===== src/rtl/oam_dma_writer.sv =====
// OAM write port: lands DMA bytes in OAM and shares the single port
// between the DMA engine, the CPU and the PPU sprite scanner.
module oam_dma_writer #(
    parameter int OAM_SIZE = 160,
    parameter int AW       = 8
) (
    input  logic          clk1,
    input  logic          nreset6,
    input  logic          dma_run,
    input  logic [7:0]    dma_idx,
    input  logic [7:0]    dma_data,
    input  logic          dma_valid,
    input  logic          cpu_sel,
    input  logic          cpu_rd,
    input  logic          cpu_wr,
    input  logic [AW-1:0] cpu_addr,
    input  logic [7:0]    cpu_wdata,
    input  logic          ppu_busy,
    input  logic [7:0]    oam_rdata,
    output logic [AW-1:0] oam_addr,
    output logic [7:0]    oam_wdata,
    output logic          oam_we,
    output logic          oam_re,
    output logic [7:0]    cpu_rdata,
    output logic          dma_busy,
    output logic          dma_done,
    output logic [7:0]    dma_count
);

    typedef enum logic [1:0] {
        IDLE,
        ARMED,
        XFER,
        DONE
    } state_t;

    localparam logic [7:0]    SIZE8 = 8'(OAM_SIZE);
    localparam logic [AW-1:0] LIMIT = AW'(OAM_SIZE);

    state_t state;
    logic   run_q;
    logic   rd_pend;

    logic run_rise;
    logic dma_act;
    logic dma_acc;
    logic dma_ok;
    logic cpu_lock;
    logic cpu_in;
    logic cpu_rd_s;
    logic cpu_wr_s;

    assign run_rise = dma_run & ~run_q;
    assign dma_act  = (state == ARMED) || (state == XFER);
    assign dma_acc  = dma_act & dma_valid & dma_run;
    assign dma_ok   = dma_acc & (dma_idx < SIZE8);
    assign cpu_lock = dma_act | ppu_busy;
    assign cpu_in   = cpu_addr < LIMIT;
    assign cpu_rd_s = cpu_sel & cpu_rd;
    assign cpu_wr_s = cpu_sel & cpu_wr;

    assign dma_busy = dma_act;
    assign dma_done = (state == DONE);

    always_ff @(posedge clk1) begin
        if (!nreset6) begin
            state     <= IDLE;
            run_q     <= 1'b0;
            rd_pend   <= 1'b0;
            oam_addr  <= '0;
            oam_wdata <= 8'h00;
            oam_we    <= 1'b0;
            oam_re    <= 1'b0;
            cpu_rdata <= 8'hFF;
            dma_count <= 8'h00;
        end else begin
            run_q   <= dma_run;
            oam_we  <= 1'b0;
            oam_re  <= 1'b0;
            rd_pend <= oam_re;

            if (run_rise) begin
                state     <= ARMED;
                dma_count <= 8'h00;
            end else begin
                unique case (state)
                    IDLE: state <= IDLE;
                    ARMED, XFER: begin
                        if (!dma_run) begin
                            state <= IDLE;
                        end else if (dma_valid) begin
                            if (dma_ok && dma_count == SIZE8 - 8'd1)
                                state <= DONE;
                            else
                                state <= XFER;
                        end
                    end
                    DONE: state <= IDLE;
                    default: state <= IDLE;
                endcase
                if (dma_ok && dma_count < SIZE8)
                    dma_count <= dma_count + 8'd1;
            end

            // DMA owns the port outright; CPU is locked out whenever busy
            if (dma_ok) begin
                oam_we    <= 1'b1;
                oam_addr  <= AW'(dma_idx);
                oam_wdata <= dma_data;
            end

            if (rd_pend)
                cpu_rdata <= oam_rdata;

            if (cpu_rd_s) begin
                if (cpu_lock || cpu_wr)
                    cpu_rdata <= 8'hFF;
                else if (!cpu_in)
                    cpu_rdata <= 8'h00;
                else begin
                    oam_re   <= 1'b1;
                    oam_addr <= cpu_addr;
                end
            end

            if (cpu_wr_s && !cpu_lock && cpu_in) begin
                oam_we    <= 1'b1;
                oam_addr  <= cpu_addr;
                oam_wdata <= cpu_wdata;
            end
        end
    end

endmodule


===== config.mk =====
export PLATFORM = sky130hd
export DESIGN_NAME = oam_dma_writer
export DESIGN_NICKNAME = d
export VERILOG_FILES = /design/src/rtl/oam_dma_writer.sv
export SDC_FILE = /design/constraint.sdc
export NUM_CORES = 1
export LEC_CHECK = 0
export ABC_AREA = 0
export CORE_AREA = 2 2 67 69
export CTS_BUF_LIST = sky130_fd_sc_hd__clkbuf_16
export CTS_CLUSTER_DIAMETER = 50
export DETAILED_ROUTE_END_ITERATION = 10
export DIE_AREA = 0 0 69 71
export HOLD_SLACK_MARGIN = 0.05
export PLACE_DENSITY_LB_ADDON = 0.3
export SYNTH_ARGS = -nofsm -noshare
export SYNTH_HDL_FRONTEND = slang
export SYNTH_SLANG_ARGS = --single-unit

===== constraint.sdc =====
create_clock -name clk1 -period 5.4 [get_ports clk1]
set_clock_uncertainty 0.1 [all_clocks]
set_input_delay 1.08 -clock clk1 [delete_from_list [all_inputs] [get_ports clk1]]
set_output_delay 1.08 -clock clk1 [all_outputs]
set_load 0.005 [all_outputs]

* Yosys cells after proc, flatten, opt, wreduce, memory -nomap -nowiden
Cells that the tools add are included. Widths: inputs -> output; s select.
Storage, ports and cells: register bits after elaboration 38, output and inout port bits 36
Operators by class: bitwise logic cells 10, equality and inequality tests 6, $add $sub $neg 1, multiplexer cells 19, magnitude comparators 3, reductions and logical operators 13
Operators with widths (count):
- $mux 8 | 11
- $lt 8x8->1 const B | 3
- $add 8x1->8 const B | 1
- $eq 8x8->1 const B | 1
- $and 1x1->1 | 6
- $reduce_or 2->1 | 3
- $mux 1 | 5
- $eq 2x2->1 const B | 2
- $logic_and 1x1->1 | 4
- $mux 2 | 2
- $ne 4x4->1 const B | 1
- $pmux 2 s2 | 1
- $ne 3x3->1 const B | 1
- $not 1->1 | 3
- $reduce_or 3->1 | 1
- $eq 2x1->1 const B | 1
- $logic_not 2->1 | 1
- $logic_or 1x1->1 | 2
- $reduce_bool 2->1 | 1
- $logic_not 1->1 | 1
- $or 1x1->1 | 1

* Depth between registers and ports, before layout
depth after elaboration 11, depth in mapped cells 7, mapped depth without buffers 5

* Worst setup path before layout
No wires, ideal clock.
path type input-to-reg, start point input port ppu_busy, end point register oam_addr[2], setup slack 3.052 ns, data arrival time 2.111 ns, buffers on the path 1, stages 5, cells stage by stage or3b_4 -> or3_1 -> buf_6 -> nor2_1 -> a311oi_2
Between the ends: word-level cells in the longest chain between the ends 5, elaborated cells on any way between the ends 8
RTL lines:
- from (decl) | line 18 | input logic ppu_busy,
- $or 1x1->1 * | line 57 | assign cpu_lock = dma_act | ppu_busy;
- $logic_or 1x1->1 / $logic_not 1->1 (equally long branches) | line 116, 126
- $mux 8 / $logic_and 1x1->1 (equally long branches) | line 116, 126
- $mux 8 / $logic_and 1x1->1 (equally long branches) | line 115, 126
- $mux 8 * | line 126 | if (cpu_wr_s && !cpu_lock && cpu_in) begin
- to (signal assigned) | line 108 | oam_addr <= AW'(dma_idx);
- to (signal assigned) | line 122 | oam_addr <= cpu_addr;
- to (signal assigned) | line 128 | oam_addr <= cpu_addr;
- to (decl) | line 20 | output logic [AW-1:0] oam_addr,
Every way passes the cells marked *; elsewhere a longest branch is shown, timed or not. A chain may end at the register's enable or synchronous reset.

* Worst setup path in the final report
start point input port dma_idx[6], end point register oam_wdata[0]
Between the ends: word-level cells in the longest chain between the ends 3
RTL lines:
- from (decl) | line 10 | input logic [7:0] dma_idx,
- $lt 8x8->1 | line 56 | assign dma_ok = dma_acc & (dma_idx < SIZE8);
- $and 1x1->1 | line 56
- $reduce_bool 2->1 (no line)
- to (signal assigned) | line 109 | oam_wdata <= dma_data;
- to (signal assigned) | line 129 | oam_wdata <= cpu_wdata;
- to (decl) | line 21 | output logic [7:0] oam_wdata,
Every way passes these cells.

==> results by group <==
STA
  – Final Hold Viols: 0
  – Minimum clock period: 2.97 ns
  – Final Cycle Share: between 50% and 60%
  – Setup tns final: 0 ns
  – Worst Max-Slew Pin Slew: just under 0.8 ns
  – WHS: 0.347 ns
  – Final slew viol count: 0
  – Max Freq: around 0.34 GHz
  – PnR worst setup slack: roughly 2.4 ns
  – Unrepaired setup endpoints after global routing: false
  – Slew Limit Headroom: about 48%
  – Final setup fails: 0

Placed design
  – Post-Place Cell Area: about 0.0026 mm²
  – IO buf count: 83
  – DP Cell Count: 311
  – Detailed Place HPWL: 3350 µm
  – Dpl ws: 2.14 ns
  – Routability cong.: 0.760

Worst setup path
  – Crit. End Element: register
  – Reg2reg start: state[0]
  – Critical path launch point: dma_idx[6]
  – CP startpoint kind: input pin
  – Worst Reg2Reg Path Length in Cells: 5
  – Crit Path Max Fanout: 11
  – Setup crit end: oam_wdata[0]
  – Critical Path AT: 3.04 ns
  – Worst flop-to-flop path endpoint: oam_wdata[0]
  – Crit path required time: between 5 and 6 ns
  – Flop2flop setup slack: 3.13 ns
  – Crit Path Class: input pin to register

Power
  – Leak Pwr: roughly 1.0 nW
  – VDD IR max: roughly 0.17 mV
  – Power Density: approximately 250 mW/mm²
  – Final Power: between 0.6 and 0.7 mW

CTS
  – CTS root buf: clkbuf_16
  – CTS max path bufs: 2
  – H-tree levels: 2
  – Setup bufs post-CTS: 0
  – CTS Sinks: 38
  – Num CTS Buffers: 5
  – Clock transition at the registers of the reported paths: 0.05 ns
  – Latest clock arrival within the worst-skew pair: 0.27 ns
  – Hold_buf cts: 0
  – Post-CTS sizing: 0
  – Clock tree from TritonCTS: built

Finish
  – Final Core Density: roughly 64%
  – Post-layout net count: between 300 and 400
  – Layout cell share with drive strength beyond 1: between 5 and 6%
  – Ant. Diodes: 0
  – Final non-filler cell total: roughly 320
  – # fillers: between 300 and 400
  – Layout area overhead: 57.6%
  – Sequential cell area: 761 µm²
  – Final Instance Area: 0.00271 mm²
  – Multi-input logic area: approximately 900 µm²

Yosys
  – Sequential fraction of the synthesis area: 44.3%
  – EDFF count, synth: 0
  – Synth cell types: 40
  – Warnings, synthesis: 0
  – Syn_nets: between 200 and 250
  – Flip-flop and latch count after synthesis: 38
  – Ranking of synthesized cells by area: dfxtp_1 (44%), mux2i_1 (5.2%), a311oi_2 (4.4%)
  – Avg Inst Size Synth: 9.28 µm²
  – Post-synth top flop: dfxtp_1
  – Synthesized area: approximately 0.0017 mm²
  – Syn Inst Count: 185
  – Most frequent cells after synthesis: dfxtp_1 (38), nor2_1 (20), a21oi_1 (11), nand2_1 (11), o21ai_1 (11)
  – Most frequent cell after synthesis: dfxtp_1
  – Cell taking the most area after synthesis: dfxtp_1
  – Synth async-reset ratio: 0%
  – Post-synth top area share: 44.3%

Die
  – FP Rows: 24
  – Die X: between 60 and 70 µm
  – DIE AREA: 0.00490 mm²
  – Die H: 71 µm
  – Initial Utilization: 40.8%
  – Core Region: 0.00420 mm²
  – Top-level I/O count: 84

Flow run
  – Max-cap violation count: 0

Global route
  – Gr ovfl total: 0
  – First-pass GRT wire length: 7260 µm
  – Gr usage total: a little under a fifth
  – Largest net degree at the start of global routing: 16
  – Vias in the first global route: 1548
  – Initial antenna violation count: 0

Outcome
  – Status: finished clean

Routing
  – Post-route ant nets: 0
  – Via density: about 5.3
  – Via count: 1676
  – DRC viols: 0
  – Post-Route WL: ~4400 µm
  – Initial DRC count: between 50 and 60
  – DR WL/cell: 13.8 µm
  – Drt pass-1 iters: 4

Worst hold path
  – Min-Delay Path Class: register to register
==> worst max-delay path: stages <==
cell	delay, ns
clkdlybuf4s50_1	0.45
o21ai_1	0.64
nand2_1	0.31
and3_1	0.35
a21o_1	0.21
==> worst min-delay path by stage <==
stage | end | from | depth (start not counted)
6_report | oam_wdata[7] | oam_wdata[7] | 1
5_1_grt | oam_wdata[5] | oam_wdata[5] | 1
4_1_cts | oam_wdata[7] | oam_wdata[7] | 1
3_5_place_dp | oam_wdata[7] | oam_wdata[7] | 1
3_3_place_gp | oam_wdata[7] | oam_wdata[7] | 1
2_1_floorplan | oam_wdata[0] | oam_wdata[0] | 1
==> registers in the layout, summed over array words and instances (netlist names) <==
signal	count
cpu_rdata	8
dma_count	8
oam_addr	8
oam_wdata	8
state	2
oam_re	1
oam_we	1
rd_pend	1
run_q	1
==> layout by cell type, fill, tap and decap left out, drive strengths merged, types with 2 or more instances in the layout <==
cell,n
a211oi,4
a21o,8
a21oi,11
a22o,8
a2bb2oi,2
a311oi,6
and3,4
clkbuf,5
clkdlybuf4s50,83
clkinv,2
dfxtp,38
ha,2
inv,5
mux2i,9
nand2,11
nand3,8
nand4,2
nor2,20
nor3,3
nor3b,3
o21a,2
o21ai,14
or3,2
xor2,3
==> power by group <==
group          switching, mW  internal, mW
Sequential           0.00495         0.290
Combinational         0.0359        0.0593
Clock                  0.106         0.167
==> cell type report <==
cell class	instances	share of cell area [%]
clock inverters	3	0.463
clock buffers	5	4.63
repair buffers	83	30.7
multi-input cells	134	33.1
inverters	4	0.555
flip-flops and latches	38	28.1
well taps	52	2.41
==> routing by layer <==
layer	global-route usage [%]	part of all wire, %
met5	0	0
met4	6.54	1.6
met3	7.83	8.3
met2	28.5	45
met1	23.5	45
==> cell families (layout without fill, tap and decap cells) <==
family                   after synthesis  after routing  share of synthesized area [%]
buffers and inverters                 13             95                           3.50
multiplexers                           9              9                           5.25
AND/OR/NAND/NOR                       61             61                           18.7
XOR/XNOR                               3              3                           1.53
AO/OA/AOI/OAI                         59             59                           25.3
adder cells (fa/ha/maj)                2              2                           1.46
flip-flops                            38             38                           44.3
No activity file was read; power rests on OpenSTA's default activity.
==> RTL edit (same flow settings) <==
Put a register stage on the outputs `dma_busy` and `dma_done`, cleared by the reset. The values now appear one clock later. The other outputs are not delayed to match.
--- a/src/rtl/oam_dma_writer.sv
+++ b/src/rtl/oam_dma_writer.sv
@@ -59,8 +59,15 @@
     assign cpu_rd_s = cpu_sel & cpu_rd;
     assign cpu_wr_s = cpu_sel & cpu_wr;
 
-    assign dma_busy = dma_act;
-    assign dma_done = (state == DONE);
+    always_ff @(posedge clk1) begin
+        if (!nreset6) begin
+            dma_busy <= '0;
+            dma_done <= '0;
+        end else begin
+            dma_busy <= dma_act;
+            dma_done <= (state == DONE);
+        end
+    end
 
     always_ff @(posedge clk1) begin
         if (!nreset6) begin
Formal check against the unedited RTL: not equivalent (Yosys sat finds a counterexample within 4 cycles, from zero or initial values and one cycle with nreset6 low).
==> RTL edit against the unedited design <==
Synthesized area up 1.9%. Count of clock-buffer cells in the layout unchanged. Core utilization up 0.45 points. Final cell count up 1.3%. Critical path depth unchanged. First-iteration DRC count up 29%. Cell area up 0.69%. Hold slack better by 0.011 ns. Largest cell class unchanged. Wire length up 1.4%. Setup slack better by 0.30 ns. Sequential cell count up 2. Power up 1.5%. Critical path type unchanged. Highest routed layer unchanged.
==> RTL edit: results (changes against the unedited design) <==
stage,metric,value,unit,change
logic_synthesis,XOR/XNOR share of the synthesized area,0.0150,,-0.000285
logic_synthesis,"top cells by count, synth","40 x dfxtp_1, 18 x a21oi_1, 17 x nor2_1",,
logic_synthesis,most used flip-flop cell after synthesis,dfxtp_1,,
timing,worst hold slack,0.358,ns,+0.0114 ns
setup_path,Worst R2R End,oam_addr[2],,
setup_path,origin of the critical flop-to-flop path,state[1],,
power_and_ir_drop,Pleak,0.968,nW,-7.2%
logic_synthesis,Synth Area in Compound Gates,0.217,,-0.0355
drt,drt first pass iters,5,,+1
place,pre-CTS setup slack,2.45,ns,+0.311 ns
timing,Max-Slew Margin vs Limit,0.497,,+0.0184
setup_path,FF-to-FF setup slack,3.40,ns,+0.27 ns
power_and_ir_drop,Worst VDD drop,0.162,mV,-4.7%
drt,vias per cell,5.24,,-0.18%
setup_path,Worst EP arrival,2.69,ns,-0.35 ns
power_and_ir_drop,Net Sw Frac,0.215,,-0.00684
outcome,status,finished clean,,
global_routing,largest net degree at the start of global routing,23,,+7
logic_synthesis,portion of netlist area occupied by mux cells,0.0744,,+0.0219
logic_synthesis,"top cells by area, synth","dfxtp_1 46%, mux2i_1 7.4%, a21oi_1 5.2%, a22oi_1 3.9%, nor2_1 3.6%",,
timing,fin crit share,0.495,,-0.0557
drt,DR vias,1694,,+1.1%
place,post-DP HPWL,3.27,mm,-2.3%
global_routing,first-pass GRT wire length,7.36,mm,+1.3%
clocking,"Reg clk slew, reported paths",0.05,ns,about the same
cells_and_area,Layout fillers,364,,+1.4%
logic_synthesis,Post-Syn Nets,237,,+0.85%
logic_synthesis,post-synthesis adder-cell area fraction,0.0143,,-0.000271
place,"Cell Area, Placed",0.00259,mm²,+0.78%
global_routing,vias in the first global route,1601,,+3.4%
hold_path,hold depth,2,,+1
place,gpl congestion,0.825,,+8.4%
global_routing,total track usage,0.183,,-0.00229
cells_and_area,ratio of cells with drive above 1 in the final layout,0.0517,,-0.00452
drt,initial DRC count,75,,+29%
logic_synthesis,register area share after synthesis,0.458,,+0.0146
setup_path,crit path max-delay cell type,clkdlybuf4s50_1,,
cells_and_area,Final nets,320,,+1.3%
logic_synthesis,syn_area_per_cell,9.35,µm²,+0.81%
RTL edit: power groups by stage:
stage	sequential [mW]	combinational [mW]	clock [mW]
final	0.310	0.0921	0.271
after global routing	0.311	0.101	0.289
after CTS	0.310	0.0929	0.277
after detailed placement	0.316	0.0922	0
after global placement	0.316	0.0908	0
after floorplan	0.317	0.0311	0
RTL edit: area by class of cell:
class / instances / area, µm² / area share
Clock buffer: 5 / 125 / 0.0459
Clock inverter: 3 / 11.3 / 0.00413
Inverter: 6 / 22.5 / 0.00827
Multi-Input combinational cell: 134 / 868 / 0.319
Sequential cell: 40 / 801 / 0.294
Tap cell: 52 / 65.1 / 0.0239
Timing Repair Buffer: 83 / 831 / 0.305
RTL edit: critical path: cells and delay by family:
family	cells	cell delay, ns
AND/OR/NAND/NOR	2	0.73
buffers and inverters	1	0.57
multiplexers	1	0.22
AO/OA/AOI/OAI	1	0.09
RTL edit: cells by family (layout without fill, tap and decap cells):
group	count (synthesis)	after routing
buffers and inverters	13	97
muxes	13	13
AOI/OAI and AO/OA	58	58
DFF	40	40
xor gates and xnor gates	3	3
adders and majority gates	2	2
and+or+nand+nor	58	58
RTL edit: metal layers:
metal  vias up  global-route usage  wire length [µm]
li1        855                   -                 -
met4         0              0.0632                45
met2        72               0.290              2010
met5         -                   0                 0
met3         5              0.0456               311
met1       762               0.246              2100
RTL edit: how the worst max path moves through the flow:
stage | depth (start not counted) | from | end
final | 5 | dma_run | oam_addr[2]
after floorplan | 7 | dma_run | oam_wdata[7]
after global placement | 5 | dma_run | oam_addr[1]
after CTS | 5 | dma_run | oam_addr[2]
after detailed placement | 5 | dma_run | oam_addr[0]
after global routing | 5 | dma_run | state[0]
